## src/rtl/hdmi_video_pkg.sv

```systemverilog
// Shared encodings and default SVGA timing for the HDMI video timing generator.
package hdmi_video_pkg;

    typedef enum logic [1:0] {
        PAT_BARS     = 2'd0,
        PAT_GRADIENT = 2'd1,
        PAT_CHECKER  = 2'd2,
        PAT_SOLID    = 2'd3
    } pattern_e;

    typedef enum logic {
        ST_IDLE,
        ST_RUN
    } state_e;

    // {R,G,B} on/off flags, index 0 first: white, yellow, cyan, green, magenta, red, blue, black
    localparam logic [7:0][2:0] BAR_TABLE = {
        3'b000, 3'b001, 3'b100, 3'b101, 3'b010, 3'b011, 3'b110, 3'b111
    };

    localparam int DEF_H_ACTIVE = 800;
    localparam int DEF_H_FP     = 56;
    localparam int DEF_H_SYNC   = 120;
    localparam int DEF_H_BP     = 64;
    localparam int DEF_V_ACTIVE = 600;
    localparam int DEF_V_FP     = 37;
    localparam int DEF_V_SYNC   = 6;
    localparam int DEF_V_BP     = 23;

endpackage

```

## src/rtl/hdmi_video_timing_gen_axis.sv

```systemverilog
// One timing axis: counter with active/sync region decode and end-of-axis wrap strobe.
module hdmi_axis_counter #(
    parameter int ACTIVE = 800,
    parameter int FP     = 56,
    parameter int SYNC   = 120,
    parameter int BP     = 64,
    parameter bit POL    = 1'b1,
    parameter int W      = $clog2(ACTIVE + FP + SYNC + BP)
) (
    input  logic         clk,
    input  logic         rst_n,
    input  logic         inc,
    input  logic         clr,
    output logic [W-1:0] cnt,
    output logic         active,
    output logic         sync,
    output logic         wrap
);

    localparam int TOTAL = ACTIVE + FP + SYNC + BP;
    localparam logic [W-1:0] LAST       = W'(TOTAL - 1);
    localparam logic [W-1:0] SYNC_START = W'(ACTIVE + FP);
    localparam logic [W-1:0] SYNC_END   = W'(ACTIVE + FP + SYNC);
    localparam logic [W-1:0] ACT_END    = W'(ACTIVE);

    assign wrap   = inc && (cnt == LAST);
    assign active = (cnt < ACT_END);
    assign sync   = ((cnt >= SYNC_START) && (cnt < SYNC_END)) ? POL : ~POL;

    always_ff @(posedge clk or negedge rst_n) begin
        if (!rst_n)
            cnt <= '0;
        else if (clr || wrap)
            cnt <= '0;
        else if (inc)
            cnt <= cnt + 1'b1;
    end

endmodule

```

## src/rtl/hdmi_video_timing_gen.sv

```systemverilog
// Programmable video timing and test-pattern generator for the HDMI transmitter parallel bus.
module hdmi_video_timing_gen
    import hdmi_video_pkg::*;
#(
    parameter int H_ACTIVE   = DEF_H_ACTIVE,
    parameter int H_FP       = DEF_H_FP,
    parameter int H_SYNC     = DEF_H_SYNC,
    parameter int H_BP       = DEF_H_BP,
    parameter int V_ACTIVE   = DEF_V_ACTIVE,
    parameter int V_FP       = DEF_V_FP,
    parameter int V_SYNC     = DEF_V_SYNC,
    parameter int V_BP       = DEF_V_BP,
    parameter bit HS_POL     = 1'b1,
    parameter bit VS_POL     = 1'b1,
    parameter int COLOR_BITS = 8,
    parameter int BAR_W      = 100,
    parameter int CHECK_LOG2 = 5
) (
    input  logic                    clock50,
    input  logic                    reset_n,
    input  logic                    video_en,
    input  logic [1:0]              pattern_sel,
    input  logic [3*COLOR_BITS-1:0] solid_rgb,
    output logic                    hsync,
    output logic                    vsync,
    output logic                    data_enable,
    output logic [3*COLOR_BITS-1:0] rgb_data,
    output logic                    frame_start,
    output logic                    running,
    output logic [7:0]              frame_cnt
);

    localparam int H_TOTAL = H_ACTIVE + H_FP + H_SYNC + H_BP;
    localparam int V_TOTAL = V_ACTIVE + V_FP + V_SYNC + V_BP;
    localparam int HW      = $clog2(H_TOTAL);
    localparam int VW      = $clog2(V_TOTAL);
    localparam int CB      = COLOR_BITS;
    localparam int BW      = $clog2(BAR_W + 1);

    state_e             state;
    pattern_e           pat_q;
    logic [3*CB-1:0]    solid_q;
    logic [7:0]         fc_q;

    logic [HW-1:0]      h_cnt;
    logic [VW-1:0]      v_cnt;
    logic               h_act, h_sync, h_wrap;
    logic               v_act, v_sync, v_wrap;
    logic               cnt_inc, cnt_clr, frame_end, start_frame;

    logic [BW-1:0]      bar_px;
    logic [2:0]         bar_idx;
    logic [2:0]         bar_flags;
    logic [HW-1:0]      h_cell;
    logic [VW-1:0]      v_cell;
    logic               chk_white;
    logic [3*CB-1:0]    pix;

    logic               s1_valid, s1_de, s1_hs, s1_vs, s1_fs;
    logic [3*CB-1:0]    s1_rgb;
    logic [7:0]         s1_fc;

    assign cnt_inc     = (state == ST_RUN);
    assign cnt_clr     = (state == ST_IDLE);
    assign frame_end   = h_wrap && v_wrap;
    assign start_frame = video_en && ((state == ST_IDLE) || frame_end);

    hdmi_axis_counter #(
        .ACTIVE (H_ACTIVE),
        .FP     (H_FP),
        .SYNC   (H_SYNC),
        .BP     (H_BP),
        .POL    (HS_POL),
        .W      (HW)
    ) u_h_axis (
        .clk    (clock50),
        .rst_n  (reset_n),
        .inc    (cnt_inc),
        .clr    (cnt_clr),
        .cnt    (h_cnt),
        .active (h_act),
        .sync   (h_sync),
        .wrap   (h_wrap)
    );

    hdmi_axis_counter #(
        .ACTIVE (V_ACTIVE),
        .FP     (V_FP),
        .SYNC   (V_SYNC),
        .BP     (V_BP),
        .POL    (VS_POL),
        .W      (VW)
    ) u_v_axis (
        .clk    (clock50),
        .rst_n  (reset_n),
        .inc    (h_wrap),
        .clr    (cnt_clr),
        .cnt    (v_cnt),
        .active (v_act),
        .sync   (v_sync),
        .wrap   (v_wrap)
    );

    // Run/stop is only decided at the last pixel, so frames are never truncated
    always_ff @(posedge clock50 or negedge reset_n) begin
        if (!reset_n) begin
            state   <= ST_IDLE;
            fc_q    <= '0;
            pat_q   <= PAT_BARS;
            solid_q <= '0;
        end else begin
            case (state)
                ST_IDLE: if (video_en) state <= ST_RUN;
                ST_RUN:  if (frame_end && !video_en) state <= ST_IDLE;
                default: state <= ST_IDLE;
            endcase
            if (frame_end)
                fc_q <= fc_q + 8'd1;
            if (start_frame) begin
                pat_q   <= pattern_e'(pattern_sel);
                solid_q <= solid_rgb;
            end
        end
    end

    // Bar index tracks h_cnt / BAR_W incrementally; saturates on the black bar
    always_ff @(posedge clock50 or negedge reset_n) begin
        if (!reset_n) begin
            bar_px  <= '0;
            bar_idx <= '0;
        end else if (cnt_clr || h_wrap) begin
            bar_px  <= '0;
            bar_idx <= '0;
        end else if (cnt_inc) begin
            if (bar_px == BW'(BAR_W - 1)) begin
                bar_px <= '0;
                if (bar_idx != 3'd7)
                    bar_idx <= bar_idx + 3'd1;
            end else begin
                bar_px <= bar_px + 1'b1;
            end
        end
    end

    assign bar_flags = BAR_TABLE[bar_idx];
    assign h_cell    = h_cnt >> CHECK_LOG2;
    assign v_cell    = v_cnt >> CHECK_LOG2;
    assign chk_white = (|(h_cell & HW'(1))) ^ (|(v_cell & VW'(1)));

    always_comb begin
        pix = '0;
        case (pat_q)
            PAT_BARS:     pix = {{CB{bar_flags[2]}}, {CB{bar_flags[1]}}, {CB{bar_flags[0]}}};
            PAT_GRADIENT: pix = {CB'(h_cnt), CB'(v_cnt), CB'(fc_q)};
            PAT_CHECKER:  pix = chk_white ? '1 : '0;
            PAT_SOLID:    pix = solid_q;
            default:      pix = '0;
        endcase
    end

    always_ff @(posedge clock50 or negedge reset_n) begin
        if (!reset_n) begin
            s1_valid <= 1'b0;
            s1_de    <= 1'b0;
            s1_hs    <= ~HS_POL;
            s1_vs    <= ~VS_POL;
            s1_fs    <= 1'b0;
            s1_rgb   <= '0;
            s1_fc    <= '0;
        end else begin
            s1_valid <= (state == ST_RUN);
            s1_de    <= h_act && v_act;
            s1_hs    <= h_sync;
            s1_vs    <= v_sync;
            s1_fs    <= (state == ST_RUN) && (h_cnt == '0) && (v_cnt == '0);
            s1_rgb   <= (h_act && v_act) ? pix : '0;
            s1_fc    <= fc_q;
        end
    end

    // Idle values are forced while the stage-1 slot holds no running pixel
    always_ff @(posedge clock50 or negedge reset_n) begin
        if (!reset_n) begin
            hsync       <= ~HS_POL;
            vsync       <= ~VS_POL;
            data_enable <= 1'b0;
            rgb_data    <= '0;
            frame_start <= 1'b0;
            running     <= 1'b0;
            frame_cnt   <= '0;
        end else begin
            hsync       <= s1_valid ? s1_hs : ~HS_POL;
            vsync       <= s1_valid ? s1_vs : ~VS_POL;
            data_enable <= s1_valid && s1_de;
            rgb_data    <= s1_valid ? s1_rgb : '0;
            frame_start <= s1_valid && s1_fs;
            running     <= ((state == ST_IDLE) && video_en) || (state == ST_RUN) || s1_valid;
            frame_cnt   <= s1_fc;
        end
    end

endmodule

```

## config.mk

```make
export PLATFORM = sky130hd
export DESIGN_NAME = hdmi_video_timing_gen
export DESIGN_NICKNAME = d
export VERILOG_FILES = /design/src/rtl/hdmi_video_pkg.sv /design/src/rtl/hdmi_video_timing_gen_axis.sv /design/src/rtl/hdmi_video_timing_gen.sv
export SDC_FILE = /design/constraint.sdc
export NUM_CORES = 1
export LEC_CHECK = 0
export BUFFER_PORTS_ARGS = -buffer_cell sky130_fd_sc_hd__buf_2
export CAP_MARGIN = 20
export CORE_MARGIN = 10
export CORE_UTILIZATION = 59
export CTS_CLUSTER_SIZE = 28
export DETAILED_ROUTE_END_ITERATION = 10
export HOLD_SLACK_MARGIN = 0.05
export PLACE_DENSITY_LB_ADDON = 0.12
export SLEW_MARGIN = 0
export SYNTH_ARGS = -nofsm -noshare
export SYNTH_HDL_FRONTEND = slang
export SYNTH_SLANG_ARGS = --single-unit
export TNS_END_PERCENT = 30
```

## constraint.sdc

```tcl
create_clock -name clock50 -period 6.7 [get_ports clock50]
set_clock_uncertainty 0.2 [all_clocks]
set_input_delay 0.335 -clock clock50 [delete_from_list [all_inputs] [get_ports clock50]]
set_output_delay 0.335 -clock clock50 [all_outputs]
set_load 0.005 [all_outputs]
```

==> impl_results.md <==
- Status: completed
- RSZ-0062 raised after global routing: false
- Max Cap Viol: 0
- Vias per cell: about 5.8
- Post-cts gate resize count: 0
- CP max FO: 27
- Worst setup SP type: register
- Worst hold path class: in2async
- Drt first pass iters: 5
- Place WS: around 3.4 ns
- ANT nets after route: 0
- Total CTS buffers: 17
- Critical path class: reg2reg
- GPL Wtd Cong: about 0.80
- Vias: 4,712
- Antenna violations before repair: 0
- Pin count of the biggest net entering global routing: 82
- CTS Sinks: 140
- Final instance area: 7560 µm²
- # diodes: 0
- Setup ws final: between 3 and 4 ns
- Post-synth EDFFs: 0
- Crit path DAT: 3.15 ns
- Final Max Slew Viols: 0
- Count of cell types in the netlist: 43
- CORE AREA: 10,400 µm²
- Synth Cell Area: ~6400 µm²
- Setup repair bufs after CTS: 0
- Critical Path RT: a little under 7 ns
- Avg Inst Size Synth: between 10 and 15 µm²
- CP startpoint: u_v_axis.cnt[1]$_DFFE_PN0P_
- Leading post-synthesis cells by cell area: dfrtp_1, o211ai_2, o211ai_1
- Initial DRC count: 432
- R2R Path Start: u_v_axis.cnt[1]$_DFFE_PN0P_
- Hold_ws: between 0.1 and 0.15 ns
- CP endpoint: pat_q[1]$_DFFE_PN0P_
- Net count after synthesis: between 600 and 700
- Tmin final: just under 3 ns
- Non-Filler Instances: between 800 and 900
- Global-route wire length before repair: between 20,000 and 25,000 µm
- Synth area leader: dfrtp_1
- Vias in the first global route: 4,722
- Routed WL: between 10,000 and 15,000 µm
- Flops & latches, synth: 140
- CTS tree: done
- Final number of hold-violating endpoints: 0
- Row count: 37
- FF+latch area: ~3500 µm²
- Main flop type after synthesis: dfrtp_1
- Leak: between 3 and 4 nW
- Most frequent cells after synthesis: dfrtp_1, nand2_1, nor2_1, a21oi_1, o211ai_1
- Placed cell area: about 6600 µm²
- Crit. End Element: register
- Placed insts: 753
- Final #Nets: slightly above 700
- Peak supply drop: 0.164 mV
- Die area: ~15,000 µm²
- Sequential fraction of the synthesis area: 55.2%
- Clock-pin slew on the worst setup and hold paths: 0.06 ns
- Achievable frequency: 343 MHz
- Worst r2r path cells: 8
- Filler instances: 741
- Setup Viol. Count Final: 0
- Total track usage: between 20% and 30%
- Yosys top cell area share: a little under three fifths
- H-tree depth: 4
- Die height: 124 µm
- Synth async-reset ratio: 100%
- FF-to-FF setup slack: 3.79 ns
- Root Buffer: clkbuf_8
- Starting Density: between 60% and 70%
- FF-to-FF End: pat_q[1]$_DFFE_PN0P_
- Count leader, synth: dfrtp_1
- Setup TNS Final: 0 ns
- Area growth syn-to-layout: 19.1%
- Die X: roughly 120 µm
- Clock tree buffer depth: 2
- # IOs: 66
- Detail Placement HPWL: between 9000 and 10,000 µm
- IO Port Bufs: 65
- PD cells: ~240 nW/µm²
- Worst slew margin: 33.3%
- DR DRC count: 0
- Share of layout cells above drive strength 1: between 15 and 20%
- Final Cycle Share: a little over two fifths
- Footprint of the multi-input gates: between 2000 and 3000 µm²
- Syn. warnings: 0
- Grt ovf: 0
- Post-Syn Instances: approximately 590
- Slew @ Worst Pin: between 1 and 1.5 ns
- Worst skew pair latency: roughly 0.54 ns
- Drt wl/cell: between 15 and 20 µm
[per-layer routing]
layer	wire length [µm]	track usage [%]	share of wire, %
met5	0	0	0
met2	6980	32.6	48
met1	6420	26.6	44
met4	194	5.17	1.3
met3	1020	5.25	7.0
[where the power goes]
group / switching [mW] / total [mW] / internal (mW)
registers: 0 / 0.846 / 0.846
clock network: 0.349 / 0.926 / 0.577
logic: 0.0333 / 0.0576 / 0.0243
[logic make-up (layout without fill, tap and decap cells)]
| group | Yosys count | in the layout | synth area share, % |
|---|---|---|---|
| adder cells (fa/ha/maj) | 10 | 10 | 1.97 |
| flip-flops | 140 | 140 | 55.2 |
| multiplexers | 3 | 3 | 0.493 |
| XOR/XNOR | 23 | 23 | 3.17 |
| AND/OR/NAND/NOR | 228 | 228 | 18.7 |
| buffers and inverters | 55 | 140 | 4.47 |
| AO/OA/AOI/OAI | 133 | 133 | 16.0 |
[sequential cells by signal, summed over array words and instances (netlist names), 2 cells and up]
| register | count |
|---|---|
| s1_rgb | 24 |
| bar_idx | 3 |
| rgb_data | 24 |
| bar_px | 7 |
| fc_q | 8 |
| u_v_axis.cnt | 10 |
| u_h_axis.cnt | 11 |
| frame_cnt | 8 |
| pat_q | 2 |
| s1_fc | 8 |
| solid_q | 24 |
[worst max-delay path, stage by stage, from the launching register on]
cell	delay (ns)
dfrtp_1	0.44
inv_1	0.12
ha_1	0.19
nand4_1	0.11
or4_1	0.70
buf_4	0.35
o21a_1	0.20
buf_4	0.25
o211ai_1	0.25
[timing repair]
| item | 4_1_cts | 5_1_grt |
|---|---|---|
| setup endpoints to repair | 0 | 0 |
| hold buffers | 27 | 0 |
| hold endpoints to repair | 85 | 0 |
[area by class of cell]
cell class	instances	share of cell area, %
flip-flops and latches	140	46.3
inverters	11	0.546
repair buffers	98	9.08
multi-input cells	397	34.0
well taps	136	2.25
clock inverters	9	1.47
clock buffers	22	6.38
[how the worst min path moves through the flow]
stage / start / endpoint / depth (start not counted)
global route: s1_fc[6]$_DFF_PN0_ / frame_cnt[6]$_DFF_PN0_ / 0
floorplan: reset_n / bar_idx[0]$_DFFE_PN0P_ / 0
CTS: s1_fc[2]$_DFF_PN0_ / frame_cnt[2]$_DFF_PN0_ / 0
finish: reset_n / rgb_data[6]$_DFF_PN0_ / 2
global placement: reset_n / rgb_data[6]$_DFF_PN0_ / 1
detailed placement: s1_fc[0]$_DFF_PN0_ / frame_cnt[0]$_DFF_PN0_ / 0
[metrics by stage]
stage | util [%] | power (mW)
2_1_floorplan | - | 0.876
3_3_place_gp | 63.8 | 0.904
3_5_place_dp | 63.8 | 0.905
4_1_cts | 72.1 | 1.83
5_1_grt | 72.6 | 1.88
6_report | 72.6 | 1.83
[placed cells by master (no fill, tap or decap), types with 10 or more instances in the layout]
| cell | netlist | final |
|---|---|---|
| a21oi_1 | 38 | 38 |
| and2_1 | 30 | 30 |
| buf_2 | 5 | 64 |
| clkbuf_16 | 0 | 16 |
| dfrtp_1 | 140 | 140 |
| dlygate4sd3_1 | 0 | 27 |
| ha_1 | 10 | 10 |
| inv_1 | 11 | 11 |
| nand2_1 | 62 | 62 |
| nand2b_1 | 28 | 28 |
| nand3_1 | 11 | 11 |
| nor2_1 | 51 | 51 |
| o211ai_1 | 32 | 32 |
| o211ai_2 | 20 | 20 |
| o21a_1 | 25 | 25 |
| xnor2_1 | 13 | 13 |
| xor2_1 | 10 | 10 |
Note: power is estimated with default switching activity, not from simulation.
